--- config.mk ---
export PLATFORM = sky130hd
export DESIGN_NAME = hier_node_sequencer
export DESIGN_NICKNAME = d
export VERILOG_FILES = /design/src/rtl/hier_node_sequencer.sv
export SDC_FILE = /design/constraint.sdc
export NUM_CORES = 1
export LEC_CHECK = 0
export ABC_CLOCK_PERIOD_IN_PS = 6800
export BUFFER_PORTS_ARGS = -buffer_cell sky130_fd_sc_hd__buf_2
export CORE_ASPECT_RATIO = 0.6
export CORE_MARGIN = 2
export CORE_UTILIZATION = 40
export DETAILED_ROUTE_END_ITERATION = 12
export MAX_ROUTING_LAYER = met4
export PLACE_DENSITY = 0.62
export SETUP_SLACK_MARGIN = 0.5
export SYNTH_ARGS = -nofsm -noshare
export SYNTH_HDL_FRONTEND = slang
export SYNTH_SLANG_ARGS = --single-unit
--- constraint.sdc ---
create_clock -name clk -period 6.8 [get_ports clk]
set_clock_uncertainty 0.1 [all_clocks]
set_input_delay 0.68 -clock clk [delete_from_list [all_inputs] [get_ports clk]]
set_output_delay 0.68 -clock clk [all_outputs]
set_load 0.01 [all_outputs]
--- src/rtl/hier_node_sequencer.sv ---
// Hierarchy node controller: launches the enabled children in parallel or in index order,
// then folds their done/error status into a single completion pulse for the parent.
//
// state  | meaning
// -------+-------------------------------------------------------------
// IDLE   | ready for a run command from the parent
// LAUNCH | one-cycle launch pulse to all children, or to the next child
// WAIT   | collecting child done/err; per-phase timeout runs here
// DONE   | one-cycle aggregated completion pulse to the parent
module hier_node_sequencer #(
  parameter int NUM_CHILDREN   = 5,
  parameter int TIMEOUT_CYCLES = 1024,
  parameter int IDX_W          = (NUM_CHILDREN > 1) ? $clog2(NUM_CHILDREN) : 1
) (
  input  logic                    clk,
  input  logic                    rst_n,
  input  logic                    start_i,
  output logic                    start_ready_o,
  input  logic                    mode_i,
  input  logic [NUM_CHILDREN-1:0] en_mask_i,
  input  logic                    abort_i,
  output logic                    busy_o,
  output logic                    done_o,
  output logic                    err_o,
  output logic                    timeout_o,
  output logic                    aborted_o,
  output logic [NUM_CHILDREN-1:0] done_mask_o,
  output logic [NUM_CHILDREN-1:0] err_mask_o,
  output logic [IDX_W-1:0]        cur_idx_o,
  output logic [NUM_CHILDREN-1:0] child_start_o,
  input  logic [NUM_CHILDREN-1:0] child_done_i,
  input  logic [NUM_CHILDREN-1:0] child_err_i
);

  typedef enum logic [1:0] {ST_IDLE, ST_LAUNCH, ST_WAIT, ST_DONE} state_e;

  localparam int               CNT_W    = (TIMEOUT_CYCLES > 1) ? $clog2(TIMEOUT_CYCLES) : 1;
  localparam bit               TMR_EN   = (TIMEOUT_CYCLES > 0);
  localparam logic [CNT_W-1:0] TMR_LOAD = (TIMEOUT_CYCLES > 0) ? CNT_W'(TIMEOUT_CYCLES - 1) : '0;

  state_e                  state_q;
  logic                    mode_q;
  logic [NUM_CHILDREN-1:0] en_q;
  logic [NUM_CHILDREN-1:0] launched_q;
  logic [NUM_CHILDREN-1:0] done_mask_q;
  logic [NUM_CHILDREN-1:0] err_mask_q;
  logic [NUM_CHILDREN-1:0] child_start_q;
  logic [IDX_W-1:0]        cur_idx_q;
  logic [CNT_W-1:0]        tmr_q;
  logic                    done_q;
  logic                    err_q;
  logic                    timeout_q;
  logic                    aborted_q;

  logic                    active;
  logic [NUM_CHILDREN-1:0] pending;
  logic [NUM_CHILDREN-1:0] accept;
  logic [NUM_CHILDREN-1:0] done_mask_d;
  logic [NUM_CHILDREN-1:0] err_mask_d;
  logic [NUM_CHILDREN-1:0] remain_d;
  logic [NUM_CHILDREN-1:0] pending_d;
  logic [NUM_CHILDREN-1:0] launch_src;
  logic [NUM_CHILDREN-1:0] launch_oh;
  logic                    launch_seq;
  logic [IDX_W-1:0]        launch_idx;
  logic                    tmr_hit;

  function automatic logic [IDX_W-1:0] lowest_idx(input logic [NUM_CHILDREN-1:0] m);
    logic [IDX_W-1:0] r;
    r = '0;
    for (int i = NUM_CHILDREN - 1; i >= 0; i--) begin
      if (m[i]) r = IDX_W'(i);
    end
    return r;
  endfunction

  // Only children that were launched and have not yet finished may report done.
  always_comb begin
    active      = (state_q == ST_LAUNCH) || (state_q == ST_WAIT);
    pending     = launched_q & ~done_mask_q;
    accept      = active ? (child_done_i & pending) : '0;
    done_mask_d = done_mask_q | accept;
    err_mask_d  = err_mask_q | (child_err_i & accept);
    remain_d    = en_q & ~done_mask_d;
    pending_d   = launched_q & ~done_mask_d;
    tmr_hit     = TMR_EN && (tmr_q == '0) && (|pending);
    if (state_q == ST_IDLE) begin
      launch_src = en_mask_i;
      launch_seq = mode_i;
    end else begin
      launch_src = remain_d;
      launch_seq = mode_q;
    end
    launch_oh  = launch_seq ? (launch_src & (~launch_src + 1'b1)) : launch_src;
    launch_idx = launch_seq ? lowest_idx(launch_src) : '0;
  end

  always_ff @(posedge clk or negedge rst_n) begin
    if (!rst_n) begin
      state_q       <= ST_IDLE;
      mode_q        <= 1'b0;
      en_q          <= '0;
      launched_q    <= '0;
      done_mask_q   <= '0;
      err_mask_q    <= '0;
      child_start_q <= '0;
      cur_idx_q     <= '0;
      tmr_q         <= '0;
      done_q        <= 1'b0;
      err_q         <= 1'b0;
      timeout_q     <= 1'b0;
      aborted_q     <= 1'b0;
    end else begin
      child_start_q <= '0;
      done_q        <= 1'b0;
      err_q         <= 1'b0;
      timeout_q     <= 1'b0;
      aborted_q     <= 1'b0;
      case (state_q)
        ST_IDLE: begin
          if (start_i) begin
            mode_q      <= mode_i;
            en_q        <= en_mask_i;
            done_mask_q <= '0;
            err_mask_q  <= '0;
            tmr_q       <= '0;
            if (en_mask_i == '0) begin
              launched_q <= '0;
              cur_idx_q  <= '0;
              state_q    <= ST_DONE;
              done_q     <= 1'b1;
            end else begin
              launched_q    <= launch_oh;
              child_start_q <= launch_oh;
              cur_idx_q     <= launch_idx;
              state_q       <= ST_LAUNCH;
            end
          end
        end
        ST_LAUNCH: begin
          done_mask_q <= done_mask_d;
          err_mask_q  <= err_mask_d;
          tmr_q       <= TMR_LOAD;
          if (abort_i) begin
            state_q   <= ST_DONE;
            cur_idx_q <= '0;
            done_q    <= 1'b1;
            err_q     <= 1'b1;
            aborted_q <= 1'b1;
          end else begin
            state_q <= ST_WAIT;
          end
        end
        ST_WAIT: begin
          done_mask_q <= done_mask_d;
          err_mask_q  <= err_mask_d;
          // Abort beats timeout, and timeout beats a completion landing in the same cycle.
          if (abort_i) begin
            state_q   <= ST_DONE;
            cur_idx_q <= '0;
            done_q    <= 1'b1;
            err_q     <= 1'b1;
            aborted_q <= 1'b1;
          end else if (tmr_hit) begin
            state_q   <= ST_DONE;
            cur_idx_q <= '0;
            done_q    <= 1'b1;
            err_q     <= 1'b1;
            timeout_q <= 1'b1;
          end else if (remain_d == '0) begin
            state_q   <= ST_DONE;
            cur_idx_q <= '0;
            done_q    <= 1'b1;
            err_q     <= |err_mask_d;
          end else if (mode_q && (pending_d == '0)) begin
            launched_q    <= launched_q | launch_oh;
            child_start_q <= launch_oh;
            cur_idx_q     <= launch_idx;
            state_q       <= ST_LAUNCH;
          end else if (tmr_q != '0) begin
            tmr_q <= tmr_q - 1'b1;
          end
        end
        ST_DONE: begin
          state_q <= ST_IDLE;
        end
        default: begin
          state_q <= ST_IDLE;
        end
      endcase
    end
  end

  assign start_ready_o = (state_q == ST_IDLE);
  assign busy_o        = (state_q != ST_IDLE);
  assign done_o        = done_q;
  assign err_o         = err_q;
  assign timeout_o     = timeout_q;
  assign aborted_o     = aborted_q;
  assign done_mask_o   = done_mask_q;
  assign err_mask_o    = err_mask_q;
  assign cur_idx_o     = cur_idx_q;
  assign child_start_o = child_start_q;

endmodule

==> metrics.csv <==
stage,metric,value,unit
cts,cts_made_buffers,5,
drt,wl_per_cell,17.1,microns
timing,period_minus_slack,3.46,ns
cts,clk_latency,0.30,ns
finish,layout_common_cells,"45 x dfrtp_1, 43 x buf_2, 30 x o21ai_0",
worst_setup_path,rrSetupSlack,3.34,ns
timing,fin_crit_sh,50.8,%
pwr,comb_power_share,57.7,%
timing,hold_viol_final,0,
pwr,ir_drop,0.000199,V
die,dieArea,7280,sq um
yosys,synth_edf_count,0,
timing,max_freq,289,MHz
cts,cts_resized,0,
hold_path,min_path_cells,1,
grt,antenna_found_initial,0,
worst_setup_path,path_class,reg -> reg,
finish,multi_input_area,1370,sq um
timing,rsz0062_at_grt,no,
pwr,clock_power_share,12.3,%
finish,drive_gt1_share,21.7,%
place,numPortBuffers,43,
cts,cts_sinks,45,
grt,grt_max_degree,46,
pwr,p_seq_share,30.0,%
worst_setup_path,reg2reg_to,tmr_q[3]$_DFFE_PN0P_,
pwr,p_per_area,507,nW/um^2
worst_setup_path,reg2reg_depth,8,
timing,tightestPinTransition,0.995,ns
worst_setup_path,cp.depth,8,
yosys,syn_inst,286,
cts,path_clk_slew,0.08,ns
pwr,p_leak,1.37,nW
grt,grt_pass1_vias,2087,
timing,setup_tns,0,ns
die,die_w,109,microns
worst_setup_path,arrival,3.53,ns
worst_setup_path,cpMaxStageDelayCell,ha_1,
drt,vias,2405,
cts,h-tree-depth,2,
place,place_hpwl,5250,microns
finish,final_common_cell,dfrtp_1,
drt,drt_pass1_iterations,5,
worst_setup_path,crit_required,6.87,ns
grt,grt_overflow,0,
worst_setup_path,cp_max_fo,21,
yosys,synth_area_per_cell,9.23,sq um
status,outcome,"complete, no violations",
worst_setup_path,crit_path_cell_trace,inv_1 > ha_1 > nand3_1 > a32oi_1 > nand3_1 > a32oi_1 > or2_2 > o21ai_0,
yosys,synth.area.top_cells,"dfrtp_1 43%, o21ai_0 5.7%, nand2_1 4.1%",
cts,hold_buffers,0,
timing,slew_headroom,33.6,%
finish,nNetsFinal,351,
drt,drt_iter0_drc,200,
finish,syn_to_final_growth,12.7,%
finish,utilization,47.6,%
yosys,ys_ff_latch,45,
yosys,yosysTopAreaCellShare,42.7,%
worst_setup_path,worst-path-buf-inv,1,
grt,grt_pass1_wl,11500,microns
hold_path,hold_start,cur_idx_o[1]$_DFFE_PN0P_,
yosys,ys_warn_count,0,
yosys,syn-cell-area,2640,sq um
drt,vias_per_cell,5.85,
cts,post-cts-setup-buffers,0,
timing,setup_viol,0,
drt,drc,0,
yosys,ys.flop_type,dfrtp_1,
hold_path,hold_class,reg -> reg,
yosys,synth.distinct_cells,62,
worst_setup_path,critical-path-max-stage-delay,0.72,ns
die,die_y,66.9,microns
worst_setup_path,end_kind,flip-flop,
drt,antenna_left,0,
yosys,yosys.area.top_type,dfrtp_1,
die,core_area,6250,sq um
yosys,postSynthNetCount,311,
finish,antenna-diode-count,0,
drt,finalWirelength,7030,microns
worst_setup_path,critPathLaunchType,flip-flop,
grt,grt.total_usage,21.6,%
timing,drv_slew,0,
hold_path,min_to,cur_idx_o[1]$_DFFE_PN0P_,
cts,cts_buffer_depth,2,
place,gp_congestion,0.887,
die,initial_core_util,42.2,%
die,ios,44,
die,rows,22,
yosys,synth_seq_area_share,42.7,%
job,max_cap_violations,0,
worst_setup_path,r2r-start,state_q[0]$_DFFE_PN0P_,
cts,cts_root_buffer,clkbuf_8,
pwr,power_switching,0.729,mW
pwr,internal_power,0.779,mW
finish,fillers,606,
finish,regArea,1130,sq um
cts,tritoncts,built,
worst_setup_path,path_delay_family,compound AO/OA/AOI/OAI gates,
pwr,swShare,48.3,%
yosys,ys_async_sr_fraction,100,%
-- through the flow --
step                      hold slack [ns]  power (mW)  instances  instance area [sq um]  worst slack, ns
after floorplan                     0.284        1.13        286                   2640             4.41
after global placement              0.386        1.30        403                   2870             3.62
after detailed placement            0.382        1.31        403                   2870             3.41
after CTS                           0.406        1.50        411                   2970             3.39
after global routing                0.421        1.64        411                   2970             2.99
final                               0.407        1.51        411                   2970             3.34
-- power groups by stage --
stage	combinational (mW)	clock (mW)	sequential (mW)
2_1_floorplan	0.682	0	0.443
3_3_place_gp	0.850	0	0.453
3_5_place_dp	0.860	0	0.452
4_1_cts	0.862	0.188	0.448
5_1_grt	0.967	0.205	0.464
6_report	0.870	0.185	0.452
-- how the worst max path moves through the flow --
| stage | start | endpoint | slack [ns] |
|---|---|---|---|
| 3_5_place_dp | state_q[0]$_DFFE_PN0P_ | tmr_q[8]$_DFFE_PN0P_ | 3.41 |
| 5_1_grt | state_q[0]$_DFFE_PN0P_ | tmr_q[8]$_DFFE_PN0P_ | 2.99 |
| 6_report | state_q[0]$_DFFE_PN0P_ | tmr_q[3]$_DFFE_PN0P_ | 3.34 |
| 2_1_floorplan | state_q[0]$_DFFE_PN0P_ | cur_idx_o[0]$_DFFE_PN0P_ | 4.41 |
| 4_1_cts | state_q[0]$_DFFE_PN0P_ | tmr_q[3]$_DFFE_PN0P_ | 3.39 |
| 3_3_place_gp | state_q[0]$_DFFE_PN0P_ | tmr_q[8]$_DFFE_PN0P_ | 3.62 |
-- final cells by class --
cell class	instances	share of cell area, %
Multi-Input combinational cell	215	45.9
Sequential cell	45	37.9
Timing Repair Buffer	43	7.24
Tap cell	84	3.54
Clock buffer	7	3.24
Inverter	16	2.02
Clock inverter	1	0.168
-- registers in the layout, summed over array words and instances, names as in the netlist --
name / cells
mode_q: 1
en_q: 5
state_q: 2
done_o: 1
done_mask_o: 5
timeout_o: 1
cur_idx_o: 3
err_mask_o: 5
tmr_q: 10
launched_q: 5
aborted_o: 1
err_o: 1
child_start_o: 5
-- logic make-up (layout without fill, tap and decap cells) --
family                     count (synthesis)  in the layout  synth area share, %
muxes                                      9              9                 3.79
adders and majority gates                  5              5                 2.37
and+or+nand+nor                          112            112                 23.2
DFF                                       45             45                 42.7
AOI/OAI and AO/OA                         89             89                 22.3
buffers and inverters                     26             67                 5.59
-- synthesized netlist by cell type, types with 3 or more instances --
master and number:
dfrtp_1 45, o21ai_0 30, nand2_1 29, nor2_1 26, a21oi_1 18, inv_1 15
a31oi_1 11, nand3_1 8, nor2b_1 6, nor3_1 6, ha_1 5, mux2_2 5
a32oi_1 4, and3_1 4, nand2b_1 4, nor4_1 4, a22oi_1 3, a2bb2oi_1 3
and2_1 3, buf_6 3, clkbuf_1 3, mux2_1 3, nand3b_1 3
-- layer usage --
| layer | vias up | GRT usage [%] | routed length [microns] |
|---|---|---|---|
| li1 | 1122 | - | - |
| met1 | 1158 | 35.3 | 3790 |
| met2 | 120 | 25.5 | 2510 |
| met3 | 5 | 5.28 | 676 |
| met4 | 0 | 3.85 | 45 |
| met5 | - | - | 0 |
(Power assumes the default switching activity.)
